**src/rtl/led_pkg.sv**
```systemverilog
// Shared mode constants and FSM state encoding for the LED pattern controller.
package led_pkg;

  localparam logic [1:0] MODE_OFF   = 2'd0;
  localparam logic [1:0] MODE_SOLID = 2'd1;
  localparam logic [1:0] MODE_BLINK = 2'd2;
  localparam logic [1:0] MODE_BURST = 2'd3;

  typedef enum logic [2:0] {
    S_OFF       = 3'd0,
    S_SOLID     = 3'd1,
    S_BLINK     = 3'd2,
    S_BURST_ON  = 3'd3,
    S_BURST_OFF = 3'd4,
    S_GAP       = 3'd5
  } state_t;

  // A burst in progress may not be interrupted; the gap is a safe switch point.
  function automatic logic cmd_ready_for(input state_t s);
    return !((s == S_BURST_ON) || (s == S_BURST_OFF));
  endfunction

endpackage

```
**src/rtl/led_sequencer.sv**
```systemverilog
// Tick-driven LED pattern controller: off, solid, blink and N-pulse burst with gap.
// Commands arrive over valid/ready; patterns advance only on tick_enable cycles.
module led_sequencer
  import led_pkg::*;
#(
  parameter int BURST_W   = 4,
  parameter int GAP_TICKS = 4
) (
  input  logic               sys_clk,
  input  logic               sys_rst_n,
  input  logic               tick_enable,
  input  logic               cmd_valid,
  output logic               cmd_ready,
  input  logic [1:0]         cmd_mode,
  input  logic [BURST_W-1:0] cmd_count,
  output logic               led_out,
  output logic [1:0]         mode_o,
  output logic               burst_done
);

  if (GAP_TICKS < 1) begin : g_gap_check
    $error("led_sequencer: GAP_TICKS must be at least 1");
  end

  localparam int                 GAP_W       = $clog2(GAP_TICKS + 1);
  localparam logic [GAP_W-1:0]   GAP_LAST    = GAP_W'(GAP_TICKS - 1);
  localparam logic [BURST_W-1:0] PULSE_FIRST = BURST_W'(1);

  state_t               r_state;
  logic [BURST_W-1:0]   r_pulse_cnt;
  logic [BURST_W-1:0]   r_count;
  logic [GAP_W-1:0]     r_gap_cnt;
  logic                 r_led;
  logic [1:0]           r_mode;
  logic                 r_burst_done;
  logic                 w_accept;

  assign cmd_ready  = cmd_ready_for(r_state);
  assign w_accept   = cmd_valid && cmd_ready;
  assign led_out    = r_led;
  assign mode_o     = r_mode;
  assign burst_done = r_burst_done;

  always_ff @(posedge sys_clk or negedge sys_rst_n) begin
    if (!sys_rst_n) begin
      r_state      <= S_OFF;
      r_pulse_cnt  <= '0;
      r_count      <= '0;
      r_gap_cnt    <= '0;
      r_led        <= 1'b0;
      r_mode       <= MODE_OFF;
      r_burst_done <= 1'b0;
    end else begin
      r_burst_done <= 1'b0;
      // An accepted command takes priority; a coincident tick is dropped.
      if (w_accept) begin
        r_gap_cnt <= '0;
        case (cmd_mode)
          MODE_OFF: begin
            r_state <= S_OFF;
            r_led   <= 1'b0;
            r_mode  <= MODE_OFF;
          end
          MODE_SOLID: begin
            r_state <= S_SOLID;
            r_led   <= 1'b1;
            r_mode  <= MODE_SOLID;
          end
          MODE_BLINK: begin
            r_state <= S_BLINK;
            r_led   <= 1'b1;
            r_mode  <= MODE_BLINK;
          end
          default: begin
            if (cmd_count != '0) begin
              r_count     <= cmd_count;
              r_pulse_cnt <= PULSE_FIRST;
              r_state     <= S_BURST_ON;
              r_led       <= 1'b1;
              r_mode      <= MODE_BURST;
            end else begin
              r_state <= S_OFF;
              r_led   <= 1'b0;
              r_mode  <= MODE_OFF;
            end
          end
        endcase
      end else if (tick_enable) begin
        case (r_state)
          S_BLINK: begin
            r_led <= ~r_led;
          end
          S_BURST_ON: begin
            r_state <= S_BURST_OFF;
            r_led   <= 1'b0;
          end
          S_BURST_OFF: begin
            if (r_pulse_cnt == r_count) begin
              r_state      <= S_GAP;
              r_gap_cnt    <= '0;
              r_burst_done <= 1'b1;
            end else begin
              r_state     <= S_BURST_ON;
              r_pulse_cnt <= r_pulse_cnt + PULSE_FIRST;
              r_led       <= 1'b1;
            end
          end
          S_GAP: begin
            if (r_gap_cnt == GAP_LAST) begin
              r_state     <= S_BURST_ON;
              r_pulse_cnt <= PULSE_FIRST;
              r_led       <= 1'b1;
            end else begin
              r_gap_cnt <= r_gap_cnt + GAP_W'(1);
            end
          end
          default: begin
          end
        endcase
      end
    end
  end

endmodule
```
**config.mk**
```make
export PLATFORM = sky130hd
export DESIGN_NAME = led_sequencer
export DESIGN_NICKNAME = d
export VERILOG_FILES = /design/src/rtl/led_pkg.sv /design/src/rtl/led_sequencer.sv
export SDC_FILE = /design/constraint.sdc
export NUM_CORES = 1
export LEC_CHECK = 0
export CORE_ASPECT_RATIO = 1.75
export CORE_MARGIN = 5
export CORE_UTILIZATION = 35
export CTS_CLUSTER_SIZE = 20
export DETAILED_ROUTE_END_ITERATION = 10
export GPL_TIMING_DRIVEN = 0
export HOLD_SLACK_MARGIN = 0.02
export PLACE_DENSITY = 0.68
export SYNTH_ARGS = -nofsm -noshare
export SYNTH_HDL_FRONTEND = slang
export SYNTH_SLANG_ARGS = --single-unit
```
**constraint.sdc**
```tcl
create_clock -name sys_clk -period 1.7 [get_ports sys_clk]
set_input_delay 0.51 -clock sys_clk [delete_from_list [all_inputs] [get_ports sys_clk]]
set_output_delay 0.51 -clock sys_clk [all_outputs]
set_load 0.02 [all_outputs]
```
=== Word level (Yosys, flattened, before mapping) ===
Index checks and enable logic that the tools add are counted.

* Register bits: 18
* Logic and storage cells: 73
* Output and inout port bits: 5

* $add $sub $neg: 2
* Equality and inequality tests: 14
* Muxes and demuxes: 32
* Bitwise operators: 2
* Reductions and logical operators: 16

{| class="wikitable"
|+ Operator list
! kind !! count
|-
| $mux 3 || 8
|-
| $mux 4 || 6
|-
| $pmux 2 s3 || 2
|-
| $eq 3x2->1 const B || 3
|-
| $mux 1 || 9
|-
| $ne 3x3->1 const B || 3
|-
| $pmux 3 s3 || 1
|-
| $pmux 4 s2 || 1
|-
| $reduce_and 4->1 || 2
|-
| $reduce_bool 4->1 || 2
|-
| $eq 3x3->1 const B || 2
|-
| $pmux 3 s2 || 1
|-
| $reduce_and 3->1 || 2
|-
| $reduce_and 6->1 || 1
|-
| $reduce_bool 5->1 || 1
|-
| $add 4x1->4 const B || 1
|-
| $eq 4x4->1 || 1
|-
| $mux 2 || 2
|-
| $pmux 1 s4 || 1
|-
| $add 3x1->3 const B || 1
|-
| $ne 3x2->1 const B || 1
|-
| $reduce_bool 3->1 || 1
|-
| $reduce_or 3->1 || 1
|-
| $eq 2x1->1 const B || 1
|-
| other kinds (11) || 12
|}

=== Longest topological paths before layout ===
* Depth in word-level cells: 6
* Depth in mapped cells: 7
* Depth with buffers taken out: 7

=== Worst setup path after synthesis ===
Ideal clock, no wire load.

* Path kind: input -> register
* Start: input port cmd_mode[0]
* End: register r_pulse_cnt[2]
* Buffers on the path: 0
* Cell stages on the path: 6
* Library setup time: 124 ps
* Required time: 1576 ps
* Arrival: 1855 ps
* Setup slack: -279 ps
* Cells stage by stage: ha_1 and3b_1 a211oi_2 o2111ai_2 or2_4 a211o_1

* Longest elaborated chain between the ends: 4
* Elaborated cells on any way between the ends: 6
* Classes of those cells: 3 x eq/ne; 3 x reduce/logical

{| class="wikitable"
|+ RTL lines
! item !! RTL line !! RTL
|-
| start: declaration || led_sequencer.sv:14 || <nowiki>input logic [1:0] cmd_mode,</nowiki>
|-
| $eq 2x2->1 (tied with other cells) || led_sequencer.sv:58 || <nowiki>case (cmd_mode)</nowiki>
|-
| $reduce_or 3->1 (no line) (*) || -- ||
|-
| $ne 2x2->1 (no line) (*) || -- ||
|-
| $reduce_and 6->1 (no line) (*) || -- ||
|-
| end signal: assignment || led_sequencer.sv:104 || <nowiki>r_pulse_cnt <= r_pulse_cnt + PULSE_FIRST;</nowiki>
|-
| end: declaration || led_sequencer.sv:30 || <nowiki>logic [BURST_W-1:0] r_pulse_cnt;</nowiki>
|}

Every way passes the cells marked *; elsewhere a longest branch is shown, timed or not.
A chain may end at the register's enable or synchronous reset.

=== Worst setup path after layout ===
* Start: register r_state[0]
* End: register r_pulse_cnt[2]

* Longest elaborated chain between the ends: 6
* Elaborated cells on any way between the ends: 16
* Classes of those cells: 7 x eq/ne; 3 x mux; 6 x reduce/logical

{| class="wikitable"
|+ RTL lines
! item !! RTL line !! RTL
|-
| start: declaration || led_sequencer.sv:29 || <nowiki>state_t r_state;</nowiki>
|-
| start signal: assignment || led_sequencer.sv:46 || <nowiki>r_state <= S_OFF;</nowiki>
|-
| start signal: assignment || led_sequencer.sv:60 || <nowiki>r_state <= S_OFF;</nowiki>
|-
| start signal: assignment || led_sequencer.sv:65 || <nowiki>r_state <= S_SOLID;</nowiki>
|-
| $eq 3x2->1 / $eq 3x3->1 (equally long branches) || led_pkg.sv:20, led_sequencer.sv:89 ||
|-
| $logic_or 1x1->1 || led_pkg.sv:20 || <nowiki>return !((s == S_BURST_ON) || (s == S_BURST_OFF));</nowiki>
|-
| $logic_not 1->1 || led_pkg.sv:20 ||
|-
| $logic_and 1x1->1 || led_sequencer.sv:39 || <nowiki>assign w_accept = cmd_valid && cmd_ready;</nowiki>
|-
| $ne 3x3->1 (no line) (tied with other cells) || -- ||
|-
| $reduce_and 6->1 (no line) || -- ||
|}

Several ways; a longest one is shown, not always the timed one. The select of a mux whose other input is x is not followed.

==> summary.txt <==
Detailed routing
  – Wl on met1: 1190 um
  – Uppermost layer routed: met4
  – Pre-antenna DRT Iters: 4
  – Total number of vias: 1099
  – DR WL met3: 127 um
  – DRC Markers: 0
  – Vias per cell: 5.47
  – Detail Route Antenna Nets: 0
  – Drt initial violations: 19
  – Met2 wire len: 1840 um
  – Routed length per instance: 16.4 um
  – Wirelength, routed: 3290 um

Timing
  – Max-slew violation count: 0
  – Slew @ Worst Pin: 0.859 ns
  – Period utilization: 112%
  – Clk_skew: 0.00165 ns
  – Unrepaired setup endpoints after global routing: true
  – Hold Vio Cnt, Final: 0
  – Worst hold margin: 0.479 ns
  – Tmin final: 1.91 ns
  – Max-slew headroom: 42.6%
  – Final worst slack: -0.209 ns
  – Max Fclk: 524 MHz
  – Endpoints failing setup: 16

Finish
  – Most frequent cells in the layout: buf_4, dfrtp_1, nor2_1, nand2_1, dlygate4sd2_1
  – Commonest non-fill, non-tap cell in the layout: buf_4
  – Fin util: 52.6%
  – Final nets: 173
  – Area growth syn-to-layout: 47.2%
  – Final std cells w/o fill: 201
  – Final instance area: 1770 um^2
  – Antenna diodes: 0
  – Layout cells sized above 1: 46.8%

Logic synthesis
  – Synthesis-stage register bit count: 18
  – Synth Warn #: 0
  – Sequential area share after synthesis: 37.5%
  – Synth Instances: 119
  – Synth Net Count: 135
  – Post-Syn Area: 1200 um^2
  – Synth cell types: 44
  – Syn avg cell area: 10.1 um^2

Setup path
  – Reg2reg setup slack: -0.21 ns
  – Crit start category: flop
  – CP max FO: 8
  – WP data required: 1.85 ns
  – Worst Path Arrival: 2.06 ns
  – Crit. End Element: flop
  – Setup CP Type: reg2reg

Floorplan
  – Die ar.: 4750 um^2
  – Site row count: 28
  – IO Pins: 15
  – Core footprint: 3360 um^2
  – Initial Util: 35.8%
  – Die width: 54.3 um
  – Chip height: 87.5 um

Global route
  – Largest net degree at the start of global routing: 19
  – Initial antenna violation count: 0
  – First-pass GRT wire length: 5220 um
  – Grt total ovfl: 0
  – Total GRT Usage: 14.8%
  – Vias in the first global route: 1144

Clock network
  – Clk sinks: 18
  – Root Driver: clkbuf_8
  – CTS max path bufs: 2
  – Cts hold-fix bufs: 0
  – Cts bufs inserted: 3
  – Clk_lat worst skew: 0.26 ns
  – # H-tree levels: 1
  – CTS tree: done
  – Reg clk slew, reported paths: 0.07 ns

Place
  – GPL Wtd Cong: 0.780
  – Number of port buffers: 13
  – DP Area: 1440 um^2
  – Post-DP HPWL: 2060 um
  – Placed Cells: 177
  – Dpl ws: -0.807 ns

Power
  – Leakage: 0.798 nW
  – PD cells: 1690 nW/um^2
  – VDD IR max: 0.792 mV

Run
  – Max-Cap Viols: 0

Run status
  – Outcome: complete, but fails checks
  – Violated checks: setup timing

Min path
  – Hold Path Class: reg2reg
==> synthesized netlist by cell type <==
cell       count  area (um^2)
dfrtp_1       18          450
nor2_1        10         37.5
mux2_2         9          101
nand2_1        8         30.0
ha_1           6         75.1
inv_1          6         22.5
o21ai_0        5         25.0
xnor2_1        4         35.0
a21oi_1        3         15.0
nand2b_1       3         18.8
nand3_1        3         15.0
a21boi_0       2         15.0
a21o_1         2         15.0
and2_1         2         12.5
and3b_1        2         17.5
buf_2          2         10.0
mux2_1         2         22.5
nor2b_1        2         12.5
nor3b_1        2         15.0
nor4b_1        2         17.5
o211ai_1       2         15.0
o31ai_1        2         15.0
a2111oi_2      1         15.0
a211o_1        1         8.76
a211oi_2       1         12.5
a222oi_1       1         10.0
a311oi_1       1         8.76
buf_4          1         7.51
buf_6          1         11.3
clkbuf_1       1         3.75
mux2i_1        1         10.0
nand3_2        1         10.0
nand3b_1       1         7.51
nand4_1        1         6.26
nor3_1         1         5.00
nor3_2         1         10.0
nor3b_2        1         12.5
nor4_1         1         6.26
o2111ai_2      1         15.0
o21ai_1        1         5.00
o41ai_2        1         16.3
or2_4          1         8.76
or3b_4         1         11.3
or4_1          1         7.51
==> worst paths after layout <==
path / startpoint / end / cells past startpoint
max: r_state[0] / r_pulse_cnt[2] / 7
min: mode_o[0] / mode_o[0] / 2
max reg2reg: r_state[0] / r_pulse_cnt[2] / 7
min reg2reg: mode_o[0] / mode_o[0] / 2
max in group asynchronous: sys_rst_n / r_state[1] / 1
min in group asynchronous: sys_rst_n / r_count[1] / 1
==> power by group <==
part	internal (mW)	total (mW)	switching, mW
logic	0.987	1.88	0.891
clock network	0.207	0.371	0.165
registers	0.603	0.737	0.134
total	1.80	2.99	1.19
==> what timing repair did <==
| action | in CTS | in global routing |
|---|---|---|
| setup endpoints to repair | 19 | 19 |
| pin swaps | 10 | 11 |
| resized for setup | 38 | 16 |
| setup buffers | 13 | 8 |
==> per-stage QoR <==
step	total power, mW	setup TNS, ns
after floorplan	1.72	-0.213
after detailed placement	2.07	-7.60
after global placement	2.03	-7.36
final	2.99	-1.93
after CTS	2.70	-1.61
after global routing	3.16	-2.63
==> cell type report <==
type                    count  area [um^2]
plain buffers               4         41.3
clock buffers               4         55.1
fillers                   300         1590
inverters                   6         22.5
multi-input cells          90          868
flip-flops and latches     18          452
well taps                  45         56.3
repair buffers             34          275
==> worst max-delay path: stages (launching register included) <==
cell and delay (ns):
dfrtp_1 0.41, buf_6 0.15, or3b_4 0.45, a21o_1 0.22
o2111ai_2 0.12, buf_4 0.17, nor4b_2 0.04, a211o_1 0.22
==> sequential cells by signal, summed over array words and instances (netlist names) <==
name / cells
r_state: 3
r_gap_cnt: 3
mode_o: 2
led_out: 1
r_count: 4
burst_done: 1
r_pulse_cnt: 4
==> per-layer routing <==
| metal | global-route usage [%] | vias up |
|---|---|---|
| met1 | 15.8 | 546 |
| li1 | - | 507 |
| met3 | 1.70 | 11 |
| met5 | 0 | - |
| met2 | 26.0 | 35 |
| met4 | 9.98 | 0 |
==> cells by family (layout without fill, tap and decap cells) <==
kind of cell             count (synthesis)  in the layout  synth area share [%]
flip-flops                              18             18                  37.5
AND/OR/NAND/NOR                         44             44                  21.7
buffers and inverters                   11             48                  4.58
adder cells (fa/ha/maj)                  6              6                  6.24
AO/OA/AOI/OAI                           24             24                  15.9
XOR/XNOR                                 4              4                  2.91
multiplexers                            12             12                  11.1
(Power assumes the default switching activity.)
